$ cat config.mk
export PLATFORM = sky130hd
export DESIGN_NAME = cpu_axi_bridge
export DESIGN_NICKNAME = d
export VERILOG_FILES = /design/src/rtl/cpu_axi_pkg.sv /design/src/rtl/bridge_write_fsm.sv /design/src/rtl/cpu_axi_bridge.sv
export SDC_FILE = /design/constraint.sdc
export NUM_CORES = 1
export LEC_CHECK = 0
export BUFFER_PORTS_ARGS = -buffer_cell sky130_fd_sc_hd__buf_2
export CORE_MARGIN = 3
export CORE_UTILIZATION = 30
export DETAILED_ROUTE_END_ITERATION = 6
export GPL_ROUTABILITY_DRIVEN = 0
export GPL_TIMING_DRIVEN = 1
export HOLD_SLACK_MARGIN = 0.1
export PLACE_DENSITY = 0.59
export SLEW_MARGIN = 20
export SYNTH_ARGS = -nofsm -noshare
export SYNTH_HDL_FRONTEND = slang
export SYNTH_SLANG_ARGS = --single-unit
$ cat constraint.sdc
create_clock -name clk -period 8.65 [get_ports clk]
set_input_delay 0 -clock clk [delete_from_list [all_inputs] [get_ports clk]]
set_output_delay 0 -clock clk [all_outputs]
set_load 0.1 [all_outputs]
$ cat src/rtl/cpu_axi_pkg.sv
`default_nettype none
// ============================================================================
//  Module  : cpu_axi_pkg
//  Purpose : Shared definitions for the CPU SRAM-like to AXI bridge.
//            - read/write FSM state encodings
//            - default AXI IDs for instruction and data traffic
//            - AXI burst/size constants and an SRAM-size to AXI-size helper
//  Ports   : none (package)
//  Rev     : 1.0  initial release
// ============================================================================
package cpu_axi_pkg;

   typedef enum logic [1:0] {
      R_IDLE = 2'd0,
      R_AR   = 2'd1,
      R_WAIT = 2'd2
   } rd_state_e;

   typedef enum logic [1:0] {
      W_IDLE = 2'd0,
      W_SEND = 2'd1,
      W_RESP = 2'd2
   } wr_state_e;

   localparam int INST_ID_DEFAULT = 0;
   localparam int DATA_ID_DEFAULT = 1;

   localparam logic [1:0] AXI_BURST_INCR = 2'b01;
   localparam logic [2:0] AXI_SIZE_BYTE  = 3'b000;
   localparam logic [2:0] AXI_SIZE_HALF  = 3'b001;
   localparam logic [2:0] AXI_SIZE_WORD  = 3'b010;

   // SRAM size code (0=B,1=H,2=W) maps directly onto AXI log2(bytes).
   function automatic logic [2:0] axi_size(input logic [1:0] sram_size);
      return {1'b0, sram_size};
   endfunction

endpackage
`default_nettype wire

$ cat src/rtl/bridge_write_fsm.sv
`default_nettype none
// ============================================================================
//  Module  : bridge_write_fsm
//  Purpose : Single-outstanding AXI write engine. Latches a store payload on
//            start, drives AW and W together, retires each channel on its own
//            handshake, then waits for B.
//  Ports   : clk, reset            clock, async active-high reset
//            start, req_*          store accepted this cycle + its payload
//            idle, done            engine idle / B handshake this cycle
//            awaddr..awready       AXI write address channel
//            wdata..wready         AXI write data channel
//            bvalid, bready        AXI write response channel
//  Rev     : 1.0  initial release
// ============================================================================
module bridge_write_fsm
   import cpu_axi_pkg::*;
(
   input  logic        clk,
   input  logic        reset,
   input  logic        start,
   input  logic [31:0] req_addr,
   input  logic [1:0]  req_size,
   input  logic [3:0]  req_wstrb,
   input  logic [31:0] req_wdata,
   output logic        idle,
   output logic        done,
   output logic [31:0] awaddr,
   output logic [2:0]  awsize,
   output logic        awvalid,
   input  logic        awready,
   output logic [31:0] wdata,
   output logic [3:0]  wstrb,
   output logic        wvalid,
   input  logic        wready,
   input  logic        bvalid,
   output logic        bready
);

   wr_state_e   state_q, state_d;
   logic        aw_done_q, aw_done_d;
   logic        w_done_q, w_done_d;
   logic [31:0] addr_q, addr_d;
   logic [1:0]  size_q, size_d;
   logic [3:0]  strb_q, strb_d;
   logic [31:0] data_q, data_d;

   logic aw_fire;
   logic w_fire;

   assign awvalid = (state_q == W_SEND) & ~aw_done_q;
   assign wvalid  = (state_q == W_SEND) & ~w_done_q;
   assign bready  = (state_q == W_RESP);
   assign aw_fire = awvalid & awready;
   assign w_fire  = wvalid & wready;
   assign idle    = (state_q == W_IDLE);
   assign done    = bready & bvalid;

   assign awaddr  = addr_q;
   assign awsize  = axi_size(size_q);
   assign wdata   = data_q;
   assign wstrb   = strb_q;

   always_comb begin
      state_d   = state_q;
      aw_done_d = aw_done_q;
      w_done_d  = w_done_q;
      addr_d    = addr_q;
      size_d    = size_q;
      strb_d    = strb_q;
      data_d    = data_q;
      case (state_q)
         W_IDLE: begin
            if (start) begin
               state_d   = W_SEND;
               addr_d    = req_addr;
               size_d    = req_size;
               strb_d    = req_wstrb;
               data_d    = req_wdata;
               aw_done_d = 1'b0;
               w_done_d  = 1'b0;
            end
         end
         W_SEND: begin
            // AW and W may complete in either order or in the same cycle.
            aw_done_d = aw_done_q | aw_fire;
            w_done_d  = w_done_q | w_fire;
            if (aw_done_d && w_done_d) begin
               state_d = W_RESP;
            end
         end
         W_RESP: begin
            if (bvalid) begin
               state_d = W_IDLE;
            end
         end
         default: state_d = W_IDLE;
      endcase
   end

   always_ff @(posedge clk or posedge reset) begin
      if (reset) begin
         state_q   <= W_IDLE;
         aw_done_q <= 1'b0;
         w_done_q  <= 1'b0;
         addr_q    <= 32'd0;
         size_q    <= 2'd0;
         strb_q    <= 4'd0;
         data_q    <= 32'd0;
      end else begin
         state_q   <= state_d;
         aw_done_q <= aw_done_d;
         w_done_q  <= w_done_d;
         addr_q    <= addr_d;
         size_q    <= size_d;
         strb_q    <= strb_d;
         data_q    <= data_d;
      end
   end

endmodule
`default_nettype wire

$ cat src/rtl/cpu_axi_bridge.sv
`default_nettype none
// ============================================================================
//  Module  : cpu_axi_bridge
//  Purpose : Bridges the CPU instruction and data SRAM-like ports onto one
//            AXI master with one outstanding read and one outstanding write.
//            Data reads win read arbitration over fetches; the data side has
//            at most one transaction in flight, which keeps it ordered.
//  Config  : BRIDGE_RAW_CHECK_EN - when defined, a fetch is held off only if
//            it hits the word of the outstanding store; otherwise any
//            outstanding store holds off fetches.
//  Ports   : clk, reset                      clock, async active-high reset
//            inst_sram_*                     fetch request/response port
//            data_sram_*                     load/store request/response port
//            ar*, r*                         AXI read address / read data
//            aw*, w*, b*                     AXI write address / data / resp
//  Rev     : 1.0  initial release
// ============================================================================
module cpu_axi_bridge
   import cpu_axi_pkg::*;
#(
   parameter int ID_W    = 4,
   parameter int INST_ID = INST_ID_DEFAULT,
   parameter int DATA_ID = DATA_ID_DEFAULT
)(
   input  logic            clk,
   input  logic            reset,
   // instruction port
   input  logic            inst_sram_req,
   input  logic [1:0]      inst_sram_size,
   input  logic [31:0]     inst_sram_addr,
   output logic            inst_sram_addr_ok,
   output logic            inst_sram_data_ok,
   output logic [31:0]     inst_sram_rdata,
   // data port
   input  logic            data_sram_req,
   input  logic            data_sram_wr,
   input  logic [1:0]      data_sram_size,
   input  logic [31:0]     data_sram_addr,
   input  logic [3:0]      data_sram_wstrb,
   input  logic [31:0]     data_sram_wdata,
   output logic            data_sram_addr_ok,
   output logic            data_sram_data_ok,
   output logic [31:0]     data_sram_rdata,
   // AXI read address
   output logic [ID_W-1:0] arid,
   output logic [31:0]     araddr,
   output logic [2:0]      arsize,
   output logic            arvalid,
   input  logic            arready,
   // AXI read data
   input  logic [ID_W-1:0] rid,
   input  logic [31:0]     rdata,
   input  logic [1:0]      rresp,
   input  logic            rlast,
   input  logic            rvalid,
   output logic            rready,
   // AXI write address
   output logic [ID_W-1:0] awid,
   output logic [31:0]     awaddr,
   output logic [2:0]      awsize,
   output logic            awvalid,
   input  logic            awready,
   // AXI write data
   output logic [31:0]     wdata,
   output logic [3:0]      wstrb,
   output logic            wvalid,
   input  logic            wready,
   // AXI write response
   input  logic [ID_W-1:0] bid,
   input  logic [1:0]      bresp,
   input  logic            bvalid,
   output logic            bready
);

   localparam logic [ID_W-1:0] INST_ID_W = ID_W'(INST_ID);
   localparam logic [ID_W-1:0] DATA_ID_W = ID_W'(DATA_ID);

   rd_state_e       rd_state_q, rd_state_d;
   logic [ID_W-1:0] arid_q, arid_d;
   logic [31:0]     araddr_q, araddr_d;
   logic [2:0]      arsize_q, arsize_d;
   logic            data_busy_q, data_busy_d;

   logic        w_idle;
   logic        w_done;
   logic        r_idle;
   logic        inst_blocked;
   logic        data_rd_grant;
   logic        data_wr_grant;
   logic        inst_grant;
   logic        rd_fire;
   logic        data_rd_ok;

   // Responses carry no error path; these inputs are intentionally dropped.
   logic unused_resp;
   assign unused_resp = ^{rresp, bresp, bid, rlast};

   // ------------------------------------------------------------------------
   // Fetch hazard against an outstanding store
   // ------------------------------------------------------------------------
`ifdef BRIDGE_RAW_CHECK_EN
   assign inst_blocked = ~w_idle & (inst_sram_addr[31:2] == awaddr[31:2]);
`else
   assign inst_blocked = ~w_idle;
`endif

   // ------------------------------------------------------------------------
   // Arbitration and handshakes
   // ------------------------------------------------------------------------
   assign r_idle        = (rd_state_q == R_IDLE);
   assign data_rd_grant = data_sram_req & ~data_sram_wr & ~data_busy_q & r_idle;
   assign data_wr_grant = data_sram_req &  data_sram_wr & ~data_busy_q & w_idle;
   // A data read that can go this cycle takes the read channel from fetches.
   assign inst_grant    = inst_sram_req & ~inst_blocked & r_idle & ~data_rd_grant;

   assign data_sram_addr_ok = data_rd_grant | data_wr_grant;
   assign inst_sram_addr_ok = inst_grant;

   assign rd_fire           = (rd_state_q == R_WAIT) & rvalid;
   assign inst_sram_data_ok = rd_fire & (rid == INST_ID_W);
   assign data_rd_ok        = rd_fire & (rid == DATA_ID_W);
   assign data_sram_data_ok = data_rd_ok | w_done;
   assign inst_sram_rdata   = rdata;
   assign data_sram_rdata   = rdata;

   assign arid    = arid_q;
   assign araddr  = araddr_q;
   assign arsize  = arsize_q;
   assign arvalid = (rd_state_q == R_AR);
   assign rready  = (rd_state_q == R_WAIT);
   assign awid    = DATA_ID_W;

   // ------------------------------------------------------------------------
   // Read FSM and data-side occupancy
   // ------------------------------------------------------------------------
   always_comb begin
      rd_state_d  = rd_state_q;
      arid_d      = arid_q;
      araddr_d    = araddr_q;
      arsize_d    = arsize_q;
      data_busy_d = data_busy_q;

      case (rd_state_q)
         R_IDLE: begin
            if (data_rd_grant) begin
               rd_state_d = R_AR;
               arid_d     = DATA_ID_W;
               araddr_d   = data_sram_addr;
               arsize_d   = axi_size(data_sram_size);
            end else if (inst_grant) begin
               rd_state_d = R_AR;
               arid_d     = INST_ID_W;
               araddr_d   = inst_sram_addr;
               arsize_d   = axi_size(inst_sram_size);
            end
         end
         R_AR: begin
            if (arready) begin
               rd_state_d = R_WAIT;
            end
         end
         R_WAIT: begin
            if (rvalid) begin
               rd_state_d = R_IDLE;
            end
         end
         default: rd_state_d = R_IDLE;
      endcase

      // One data transaction in flight, whichever channel carries it.
      if (data_sram_addr_ok) begin
         data_busy_d = 1'b1;
      end else if (data_sram_data_ok) begin
         data_busy_d = 1'b0;
      end
   end

   always_ff @(posedge clk or posedge reset) begin
      if (reset) begin
         rd_state_q  <= R_IDLE;
         arid_q      <= '0;
         araddr_q    <= 32'd0;
         arsize_q    <= 3'd0;
         data_busy_q <= 1'b0;
      end else begin
         rd_state_q  <= rd_state_d;
         arid_q      <= arid_d;
         araddr_q    <= araddr_d;
         arsize_q    <= arsize_d;
         data_busy_q <= data_busy_d;
      end
   end

   // ------------------------------------------------------------------------
   // Write engine
   // ------------------------------------------------------------------------
   bridge_write_fsm u_write_fsm (
      .clk       (clk),
      .reset     (reset),
      .start     (data_wr_grant),
      .req_addr  (data_sram_addr),
      .req_size  (data_sram_size),
      .req_wstrb (data_sram_wstrb),
      .req_wdata (data_sram_wdata),
      .idle      (w_idle),
      .done      (w_done),
      .awaddr    (awaddr),
      .awsize    (awsize),
      .awvalid   (awvalid),
      .awready   (awready),
      .wdata     (wdata),
      .wstrb     (wstrb),
      .wvalid    (wvalid),
      .wready    (wready),
      .bvalid    (bvalid),
      .bready    (bready)
   );

endmodule
`default_nettype wire

==> impl_results.md, run 1 <==
- First Error: [ERROR RSZ-0060] Max buffer count reached.
- Die H: around 140 um
- Site row count: between 40 and 50
- # resized after CTS: 0
- Port Buf Inserts: 231
- Hold-fix buffers at CTS: between 150 and 200
- H-tree Lvls: 3
- Starting density of the core: 0.3078
- Post-synthesis mux area share: 0.1534
- Post-synthesis xor/xnor area fraction: 0
- Synth warn: 0
- Mapped Cells: about 420
- Post-synthesis sequential area ratio: 0.5453
- Main combinational cell family by area after synthesis: buffers and inverters
- Post-synthesis cell type count: 28
- Post-CTS Setup Bufs: 0
- Synthesized area per cell: about 12 um2
- Flops & latches, synth: about 110
- Post-synthesis simple-gate area fraction: 0.05599
- # IOs: ~350
- Adder-cell share of the synthesized area: 0
- Mapped cell area: between 0.005 and 0.006 mm2
- Die width: approximately 140 um
- CTS Sinks: around 110
- Compound-Gate Fraction of Synth Area: 0.08325
- Bufs on Longest Clock Path: 2
- Halt Stage: clock tree synthesis
- Detail Placement HPWL: ~9800 um
- Clock tree root buffer cell: clkbuf_16
- Status: did not finish
- CTS buffer count: 9
synth_stat cells (all sizes together):
cell / count / area, um2
o22a: 1 / 8.760
or3b: 1 / 11.26
conb: 2 / 7.510
nor3: 34 / 170.2
a22o: 1 / 8.760
a21oi: 2 / 10.01
a2bb2oi: 1 / 15.01
or2: 1 / 6.260
clkbuf: 10 / 37.54
o221ai: 1 / 8.760
o21ai: 4 / 20.02
and3: 2 / 12.51
a32o: 1 / 10.01
nor4: 1 / 6.260
a221o: 34 / 340.3
nor2: 6 / 22.52
nand3: 1 / 5.000
nand2b: 2 / 12.51
o22ai: 1 / 6.260
nor4b: 1 / 8.760
nand2: 2 / 7.510
mux2: 70 / 788.3
nor2b: 4 / 25.02
inv: 40 / 150.1
buf: 86 / 638.1
dfrtp: 112 / 2803
logic make-up after synthesis:
logic type | Yosys count
muxes | 70
AOI/OAI and AO/OA | 46
buffers and inverters | 136
other | 2
and+or+nand+nor | 55
DFF | 112
through the flow:
step	cells	util	hold WS, ns	setup slack (ns)	area, um2
2_1_floorplan	428	-	0.1076	5.361	5166
3_5_place_dp	786	0.3568	0.0009957	5.945	5959
3_3_place_gp	786	0.3568	0.0009957	6.047	5959
==> run 2: changes to the inputs <==
--- a/config.mk
+++ b/config.mk
@@ -7,12 +7,11 @@
 export LEC_CHECK = 0
 export BUFFER_PORTS_ARGS = -buffer_cell sky130_fd_sc_hd__buf_2
 export CORE_MARGIN = 3
-export CORE_UTILIZATION = 30
+export CORE_UTILIZATION = 20
 export DETAILED_ROUTE_END_ITERATION = 6
 export GPL_ROUTABILITY_DRIVEN = 0
 export GPL_TIMING_DRIVEN = 1
-export HOLD_SLACK_MARGIN = 0.1
-export PLACE_DENSITY = 0.59
+export PLACE_DENSITY_LB_ADDON = 0.15
 export SLEW_MARGIN = 20
 export SYNTH_ARGS = -nofsm -noshare
 export SYNTH_HDL_FRONTEND = slang
==> impl_results.md, run 2 <==
- Status: finished, final reports clean
- Number of enable flip-flop cells after synthesis: 0 (unchanged)
- Synth warn: 0 (unchanged)
- H-tree Lvls: 3 (unchanged)
- Wirelength, routed: 15900 um
- Antenna viol nets, final: 0
- Fmax: between 300 and 400 MHz
- Min Tclk post-route: 2.929 ns
- # IOs: 346 (unchanged)
- Synthesized area per cell: 12.21 um2 (unchanged)
- Clk slew on worst S/H paths: roughly 0.08 ns
- Clk_skew: between 0.01 and 0.015 ns
- Die area: 0.02766 mm2
- First DRT Iteration DRCs: 160
- Asr flop ratio synth: 1.000 (unchanged)
- Mapped cell area: 0.005140 mm2 (unchanged)
- Antenna cells: 0
- CTS tree: yes
- Worst setup SP type: flip-flop
- MaxCap Viol Count: 0
- RSZ-0062 raised after global routing: false
- WP data required: just under 9 ns
- Final setup vio count: 0
- Syn-to-layout area delta: 47.13%
- Post-synthesis cell type count: 28 (unchanged)
- Bufs on Longest Clock Path: 2 (unchanged)
- Clock tree root buffer cell: clkbuf_16
- Worst skew pair latency: ~0.36 ns
- GRT Overall Usage: 0.1140
- Grt ovf: 0
- Fin Setup TNS: 0 ns
- Setup crit start: rd_state_q[0]
- Kind of critical path: reg2out
- Die H: 166.3 um (+21%)
- Count leader, synth: dfrtp_1
- Fillcell total: approximately 2600
- Post-synth top area cell: dfrtp_1
- Slew @ Worst Pin: 0.9893 ns
- CTS buffer count: 9 (unchanged)
- First-pass GRT wire length: around 25000 um
- Critical Path End Type: output port
- Top_reg_cell synth: dfrtp_1
- Drt wl/cell: between 15 and 20 um
- Hold path startpoint: rdata[13]
- Core area: 0.02525 mm2
- Final period utilization: 0.3386
- Top cell type's share of synthesized area: 0.5453 (unchanged)
- # resized after CTS: 0 (unchanged)
- DR vias: 4148
- Highest-count cells in the layout ignoring fill and taps: buf_2 (231), dfrtp_1 (112), dlygate4sd3_1 (110)
- DR DRC count: 0
- Reg2reg start: rd_state_q[0]
- Site row count: 58 (+23%)
- Max Slew Vio Count: 0
- CTS Sinks: 112 (unchanged)
- Final instance area: about 0.0076 mm2
- Port Buf Inserts: 231 (unchanged)
- Worst path arrival time: ~2.9 ns
- Post-synthesis sequential area ratio: 0.5453 (unchanged)
- Synth top cells by count: dfrtp_1 (112), buf_4 (73), mux2_2 (70)
- Share of cells above drive strength 1: 0.4711
- 1st-pass router iterations: 4
- Detail Placement HPWL: 10580 um (+8.0%)
- Rel. slew slack: 0.3405
- Final Hold Viols: 0
- Flops & latches, synth: 112 (unchanged)
- Final net count: ~850
- Cell Area, Placed: 0.006122 mm2 (+2.7%)
- Crit path max fanout: 36
- Most common cell after layout, fill and taps aside: buf_2
- Die width: 166.3 um (+21%)
- Vias in the first global route: about 4500
- Initial antenna violation count: 0
- Via density: about 4.1
- Starting density of the core: 0.2035 (-0.1042)
- Top post-synthesis cells by area: dfrtp_1 (55%), mux2_2 (15%), buf_4 (11%), a221o_1 (6.6%), nor3_1 (3.3%)
- Largest net degree at the start of global routing: a little under 70
- Min-Delay Path Class: in2out
- Mapped Cells: 421 (unchanged)
## run 2: cell counts after synthesis
No cell type changed its count.
## run 2: through the flow
step | hold WS, ns | worst slack (ns) | util | cells
finish | 0.00004826 | 5.721 | 0.2994 | 1022
global route | 0.0002074 | 5.622 | 0.2994 | 1022
CTS | 0.0009942 | 5.711 | 0.2994 | 1022
detailed placement | 0.0009942 | 6.118 | 0.2424 | 896
global placement | 0.0009942 | 6.106 | 0.2413 | 895
floorplan | 0.1076 | 5.361 | - | 428
## run 2: logic make-up after synthesis
| kind of cell | after synthesis | share of synthesized area |
|---|---|---|
| AND/OR/NAND/NOR | 55 | 0.05599 |
| flip-flops | 112 | 0.5453 |
| other | 2 | 0.001461 |
| buffers and inverters | 136 | 0.1607 |
| AO/OA/AOI/OAI | 46 | 0.08325 |
| multiplexers | 70 | 0.1534 |
## run 2: path summary, 6_finish.rpt
check,end,slack [ns],cells past startpoint
max in group asynchronous,u_write_fsm.wdata[5],7.06,4
setup reg to reg,araddr[5],6.28,3
setup / recovery,inst_sram_addr_ok,5.72,3
min in group asynchronous,u_write_fsm.wdata[30],0.30,3
hold reg to reg,u_write_fsm.awaddr[15],0.51,1
hold / removal,inst_sram_rdata[13],0.00005,0
## run 2: repair_timing
item	in CTS	in global routing
hold endpoints to repair	163	0
hold buffers	110	0
buffers inserted	0	0
## run 2: metal layers
| metal | global-route usage | part of all wire | vias up |
|---|---|---|---|
| li1 | - | - | 1916 |
| met1 | 0.1341 | 0.41 | 2037 |
| met2 | 0.2002 | 0.50 | 159 |
| met3 | 0.03452 | 0.066 | 36 |
| met4 | 0.03515 | 0.020 | 0 |
| met5 | 0 | 0 | - |
## run 2: critical path, cell delays in order, from the launching register on
cell and delay (ns):
dfrtp_1 0.42, nor4_1 0.66, and3_2 0.93, buf_2 0.57
## run 2: final cells by class
class / instances / area, um2 / area share
Sequential cell: 112 / 2803 / 0.3706
Timing Repair Buffer: 344 / 2300 / 0.3041
Multi-Input combinational cell: 180 / 1555 / 0.2057
Tap cell: 330 / 412.9 / 0.05460
Clock buffer: 9 / 225.2 / 0.02978
Inverter: 40 / 152.6 / 0.02019
Clock inverter: 7 / 113.9 / 0.01506
Power of run 2 is left out: the tool's default activity adds up to more than one toggle a clock period on the data nets, which glitch-free logic cannot reach.
